$ cat config.mk
export PLATFORM = sky130hd
export DESIGN_NAME = bcd_seg_scanner_flat
export DESIGN_NICKNAME = d
export VERILOG_FILES = /design/src/rtl/bcd_seg_scanner_if.sv /design/src/rtl/bcd_seg_scanner.sv /design/src/flat_wrapper.sv
export SDC_FILE = /design/constraint.sdc
export NUM_CORES = 1
export LEC_CHECK = 0
export ABC_AREA = 1
export ABC_CLOCK_PERIOD_IN_PS = 2160
export CAP_MARGIN = 0
export CORE_UTILIZATION = 55
export CTS_CLUSTER_SIZE = 10
export DETAILED_ROUTE_END_ITERATION = 10
export PLACE_DENSITY = 0.79
export SLEW_MARGIN = 10
export SYNTH_ARGS = -nofsm -noshare
export SYNTH_HDL_FRONTEND = slang
export SYNTH_SLANG_ARGS = --single-unit
$ cat constraint.sdc
create_clock -name clk -period 2.16 [get_ports clk]
set_input_delay 0.324 -clock clk [delete_from_list [all_inputs] [get_ports clk]]
set_output_delay 0.324 -clock clk [all_outputs]
set_load 0.02 [all_outputs]
$ cat src/rtl/bcd_seg_scanner_if.sv
// Bundle of the digit-load and display signals of the seven-segment scanner.
// The master side (upstream BCD stage or testbench) drives load/h/t/o.
// The slave side (the scanner) drives the multiplexed segment and anode bus.
interface bcd_seg_scanner_if;
    logic       load;
    logic [3:0] h;
    logic [3:0] t;
    logic [3:0] o;
    logic [6:0] seg;
    logic [2:0] an;

    modport master (output load, output h, output t, output o, input seg, input an);
    modport slave  (input load, input h, input t, input o, output seg, output an);
endinterface

$ cat src/rtl/bcd_seg_scanner.sv
// bcd_seg_scanner: time-multiplexed 3-digit seven-segment driver.
// - Latches hundreds/tens/ones BCD digits on bus.load.
// - Scans them onto a shared segment bus, one slot of CLK_DIV clocks per digit.
// - The first GUARD clocks of each slot keep every anode off to avoid ghosting.
// - seg and an are registered, so they show cnt/sel/latch state with one cycle of latency.
// Optional feature macro: LEADING_ZERO_BLANK_EN.
// - When defined, the anodes of leading-zero digits (hundreds, then tens) are masked.
// - The ones digit is never blanked.
module bcd_seg_scanner #(
    parameter int CLK_DIV    = 50000,
    parameter int GUARD      = 16,
    parameter bit ACTIVE_LOW = 1'b1
) (
    input  logic             clk,
    input  logic             rst_n,
    bcd_seg_scanner_if.slave bus
);

    localparam int               CNT_W   = (CLK_DIV > 2) ? $clog2(CLK_DIV) : 1;
    localparam logic [CNT_W-1:0] CNT_MAX = CNT_W'(CLK_DIV - 1);
    localparam logic [6:0]       SEG_OFF = ACTIVE_LOW ? 7'h7F : 7'h00;
    localparam logic [2:0]       AN_OFF  = ACTIVE_LOW ? 3'b111 : 3'b000;

    typedef enum logic [1:0] {
        ST_ONES = 2'd0,
        ST_TENS = 2'd1,
        ST_HUND = 2'd2
    } state_t;

    state_t           r_state;
    state_t           w_state_nxt;
    logic [CNT_W-1:0] r_cnt;
    logic             w_wrap;
    logic [3:0]       r_h;
    logic [3:0]       r_t;
    logic [3:0]       r_o;
    logic [3:0]       w_digit;
    logic [2:0]       w_onehot;
    logic [2:0]       w_mask;
    logic [2:0]       w_an_hi;
    logic             w_guard;
    logic [6:0]       r_seg;
    logic [2:0]       r_an;

    // Active-high segment pattern {g,f,e,d,c,b,a}; 10..15 show a dash.
    function automatic logic [6:0] seg_decode(input logic [3:0] d);
        logic [6:0] p;
        case (d)
            4'd0:    p = 7'h3F;
            4'd1:    p = 7'h06;
            4'd2:    p = 7'h5B;
            4'd3:    p = 7'h4F;
            4'd4:    p = 7'h66;
            4'd5:    p = 7'h6D;
            4'd6:    p = 7'h7D;
            4'd7:    p = 7'h07;
            4'd8:    p = 7'h7F;
            4'd9:    p = 7'h6F;
            default: p = 7'h40;
        endcase
        return p;
    endfunction

    // Slot counter wraps at CLK_DIV-1; the wrap is the only moment the digit select moves.
    assign w_wrap = (r_cnt == CNT_MAX);

    // Guard window: blank anodes while the slot counter is below GUARD.
    generate
        if (GUARD == 0) begin : g_no_guard
            assign w_guard = 1'b0;
        end else begin : g_guard
            localparam logic [CNT_W-1:0] GUARD_C = CNT_W'(GUARD);
            assign w_guard = (r_cnt < GUARD_C);
        end
    endgenerate

    // Slot counter and scan state register.
    always_ff @(posedge clk or negedge rst_n) begin
        if (!rst_n) begin
            r_cnt   <= {CNT_W{1'b0}};
            r_state <= ST_ONES;
        end else begin
            r_cnt   <= w_wrap ? {CNT_W{1'b0}} : (r_cnt + {{(CNT_W-1){1'b0}}, 1'b1});
            r_state <= w_state_nxt;
        end
    end

    // Scan FSM next state: ONES -> TENS -> HUNDREDS -> ONES, advancing only on a slot wrap.
    always_comb begin
        w_state_nxt = r_state;
        case (r_state)
            ST_ONES: begin
                if (w_wrap) w_state_nxt = ST_TENS;
                else        w_state_nxt = ST_ONES;
            end
            ST_TENS: begin
                if (w_wrap) w_state_nxt = ST_HUND;
                else        w_state_nxt = ST_TENS;
            end
            ST_HUND: begin
                if (w_wrap) w_state_nxt = ST_ONES;
                else        w_state_nxt = ST_HUND;
            end
            default: w_state_nxt = ST_ONES;
        endcase
    end

    // Digit latches; load held high simply re-latches every cycle.
    always_ff @(posedge clk or negedge rst_n) begin
        if (!rst_n) begin
            r_h <= 4'd0;
            r_t <= 4'd0;
            r_o <= 4'd0;
        end else if (bus.load) begin
            r_h <= bus.h;
            r_t <= bus.t;
            r_o <= bus.o;
        end else begin
            r_h <= r_h;
            r_t <= r_t;
            r_o <= r_o;
        end
    end

    // Select the digit and its one-hot anode {hundreds,tens,ones} for the current slot.
    always_comb begin
        w_digit  = r_o;
        w_onehot = 3'b001;
        case (r_state)
            ST_ONES: begin
                w_digit  = r_o;
                w_onehot = 3'b001;
            end
            ST_TENS: begin
                w_digit  = r_t;
                w_onehot = 3'b010;
            end
            ST_HUND: begin
                w_digit  = r_h;
                w_onehot = 3'b100;
            end
            default: begin
                w_digit  = r_o;
                w_onehot = 3'b001;
            end
        endcase
    end

`ifdef LEADING_ZERO_BLANK_EN
    logic w_h_zero;
    logic w_t_zero;

    // Mask leading-zero anodes: hundreds when h==0, tens when h==0 and t==0.
    always_comb begin
        w_h_zero = (r_h == 4'd0);
        w_t_zero = (r_t == 4'd0);
        w_mask   = {w_h_zero, w_h_zero & w_t_zero, 1'b0};
    end
`else
    // All three digits are always shown, leading zeros included.
    always_comb begin
        w_mask = 3'b000;
    end
`endif

    // Active-high anode vector after guard blanking and leading-zero masking.
    always_comb begin
        if (w_guard) begin
            w_an_hi = 3'b000;
        end else begin
            w_an_hi = w_onehot & ~w_mask;
        end
    end

    // Output register with polarity applied; reset drives everything inactive.
    always_ff @(posedge clk or negedge rst_n) begin
        if (!rst_n) begin
            r_seg <= SEG_OFF;
            r_an  <= AN_OFF;
        end else begin
            r_seg <= ACTIVE_LOW ? ~seg_decode(w_digit) : seg_decode(w_digit);
            r_an  <= ACTIVE_LOW ? ~w_an_hi : w_an_hi;
        end
    end

    assign bus.seg = r_seg;
    assign bus.an  = r_an;

endmodule

$ cat src/flat_wrapper.sv
// flat-port wrapper written by rule: the top's interface ports become plain ports
module bcd_seg_scanner_flat 
#(
    parameter int CLK_DIV    = 50000,
    parameter int GUARD      = 16,
    parameter bit ACTIVE_LOW = 1'b1
)
  (clk, rst_n, bus_load, bus_h, bus_t, bus_o, bus_seg, bus_an);
  bcd_seg_scanner_if bus_i ();
  input  logic clk;
  input  logic rst_n;
  input wire logic [$bits(bus_i.load)-1:0] bus_load;
  input wire logic [$bits(bus_i.h)-1:0] bus_h;
  input wire logic [$bits(bus_i.t)-1:0] bus_t;
  input wire logic [$bits(bus_i.o)-1:0] bus_o;
  output wire logic [$bits(bus_i.seg)-1:0] bus_seg;
  output wire logic [$bits(bus_i.an)-1:0] bus_an;
  assign bus_i.load = bus_load;
  assign bus_i.h = bus_h;
  assign bus_i.t = bus_t;
  assign bus_i.o = bus_o;
  assign bus_seg = bus_i.seg;
  assign bus_an = bus_i.an;
  bcd_seg_scanner #(.CLK_DIV(CLK_DIV), .GUARD(GUARD), .ACTIVE_LOW(ACTIVE_LOW)) u_core (.clk(clk), .rst_n(rst_n), .bus(bus_i));
endmodule
==> metrics.txt <==
vias 1,575; FILL cells 291; CTS tree built; clk_skew 0.00726 ns; share of cells above drive strength 1 16.9%; Vias/cell 4.95; die area 4030 um2; P&R area growth vs syn 19.3%; Initial Utilization 59.9%; Sum Neg Setup Slack 0 ns; Sw Share 24.8%; DP Wirelength 2.56 mm; power share of the clock group 36.0%; worst path required time 2.40 ns; Power Density 647 nW/um2; crit path DAT 2.22 ns; Comb pwr share 12.7%; CTS clk-pin slew, worst paths 0.08 ns; status complete, no violations; RD Place Congestion 0.826; Core Footprint 3470 um2; Post-Syn Instances 241; Die X 63.5 um; syn avg cell area 8.62 um2; Hold-fix buffers, CTS 0; register area share after synthesis 48.8%; CTS HTree Levels 2; R2R depth 9; worst-skew pair later-pin latency 0.30 ns; Layout Nets 296; vias in the first global route 1,493; Root Driver clkbuf_8; IO Port Bufs 24; Post-CTS Resized 0; Min-Delay Path Class primary input to async pin; gr usage total 21.2%; Iteration-0 DRC Markers 70; Peak supply drop 641 uV; Period minus WS final 1.98 ns; Final ANT Viol Nets 0; fmax 505 MHz; Multi-input gate area 942 um2; Hold Fails Final Rpt 0; most common cell after layout, fill and taps aside nand2_1; Psw 0.398 mW; Worst-Margin Slew 0.838 ns; Pre-antenna DRT Iters 4; CTS Buf Count 5; period utilisation layout 91.6%; io pins 25; synth warn 0; RSZ-0062 raised after global routing no; Wirelength per Cell 11.5 um; antenna fix cells 0; commonest non-fill, non-tap cells in the layout 64 x nand2_1, 35 x nor2_1, 30 x dfrtp_1, 26 x inv_1, 23 x clkdlybuf4s50_1; Post-CTS Setup Bufs 0; row cnt 21; post-synthesis cell area 2080 um2; dpl cells 310; Critical R2R Launch u_core.r_state[0]; max-cap violations 0; internal power 1.21 mW; Routed WL 3.66 mm; Synthesized Nets 266; worst-path fanout max 6; Setup CP Type flop to flop; Die Y-Extent 63.5 um; nature of the critical path endpoint flop; sequential share of power 51.3%; initial antenna violation count 0; Slew HR 44.2%; Max Slew Vio Count 0; register bit count reported by yosys 40; Worst setup SP type flop; global route total overflow 0; drt drc 0; Finished Layout Cells 318; largest net degree at the start of global routing 41; global-route wire length before repair 6.46 mm; clk sinks 40; Synth cell types 27; Leakage 1.19 nW; CTS max path bufs 2; Pwr Total 1.60 mW; Critical Path Source u_core.r_state[0]; sequential cell area 1010 um2; final number of setup-violating endpoints 0
[worst max-delay path: stages (launching register included)]
cell and delay, ns:
dfrtp_1 0.39, inv_1 0.08, ha_1 0.36, inv_2 0.10, o21ai_1 0.35, inv_1 0.12, ha_1 0.21, nand3b_1 0.17
nand3_1 0.10, nand2_1 0.05
[cell usage after synthesis]
master	count	area [um2]
nand2_1	64	240
nor2_1	35	131
dfrtp_1	30	751
inv_1	26	97.6
nand3_1	14	70.1
dfstp_2	10	263
ha_1	10	125
mux2_2	9	101
xor2_1	6	52.6
nand2_2	4	25.0
o21ai_0	4	20.0
a21oi_1	3	15.0
inv_2	3	11.3
nand3b_1	3	22.5
nand4_1	3	18.8
nor2_2	3	18.8
buf_2	2	10.0
nand3_2	2	20.0
o21bai_1	2	15.0
clkinv_1	1	3.75
nor2_4	1	11.3
nor3_2	1	10.0
o21ai_1	1	5.00
o21ai_2	1	8.76
o21ai_4	1	16.3
or2_2	1	6.26
xnor2_1	1	8.76
[layer usage]
layer / track usage [%] / wire length, um / vias up
li1: - / - / 814
met1: 28.3 / 1830 / 727
met2: 32.4 / 1650 / 26
met3: 3.80 / 99 / 8
met4: 12.2 / 76 / 0
met5: 0 / 0 / -
[final timing paths]
check | to | slack (ns)
min in group clk | u_core.r_cnt[0] | 0.49
hold / removal | u_core.r_cnt[1] | 0.12
setup reg to reg | u_core.bus.seg[5] | 0.18
max in group asynchronous | u_core.r_cnt[9] | 1.51
setup / recovery | u_core.bus.seg[5] | 0.18
hold reg to reg | u_core.r_cnt[0] | 0.49
[power groups by stage]
stage	clock [mW]	combinational (mW)	sequential, mW
finish	0.577	0.204	0.823
global route	0.625	0.226	0.826
CTS	0.587	0.206	0.822
detailed placement	0	0.205	0.836
global placement	0	0.203	0.835
floorplan	0	0.0823	0.862
[stage by stage]
step	hold slack (ns)	setup slack (ns)	cell area, um2	util [%]
after global placement	0.478	0.301	2370	68.3
after detailed placement	0.477	0.193	2370	68.3
after floorplan	0.0284	0.259	2080	-
final	0.125	0.181	2480	71.5
after global routing	0.204	0.0200	2480	71.5
after CTS	0.155	0.195	2480	71.5
[final cells by class]
class	count	share of cell area [%]
well taps	46	2.32
clock inverters	2	0.656
flip-flops and latches	40	40.9
inverters	30	4.54
clock buffers	6	3.79
multi-input cells	169	38.0
repair buffers	25	9.79
[kinds of logic after synthesis]
kind of cell | Yosys count | synth area share, %
and+or+nand+nor | 131 | 27.6
DFF | 40 | 48.8
AOI/OAI and AO/OA | 12 | 3.85
buffers and inverters | 32 | 5.90
muxes | 9 | 4.88
adders and majority gates | 10 | 6.02
xor gates and xnor gates | 7 | 2.95
[sequential cells by signal, indices dropped and copies added, names as in the netlist]
name and cells:
u_core.r_cnt 16, u_core.bus.seg 7, u_core.r_h 4, u_core.r_o 4
u_core.r_t 4, u_core.bus.an 3, u_core.r_state 2
Power figures use the tool's default switching activity.
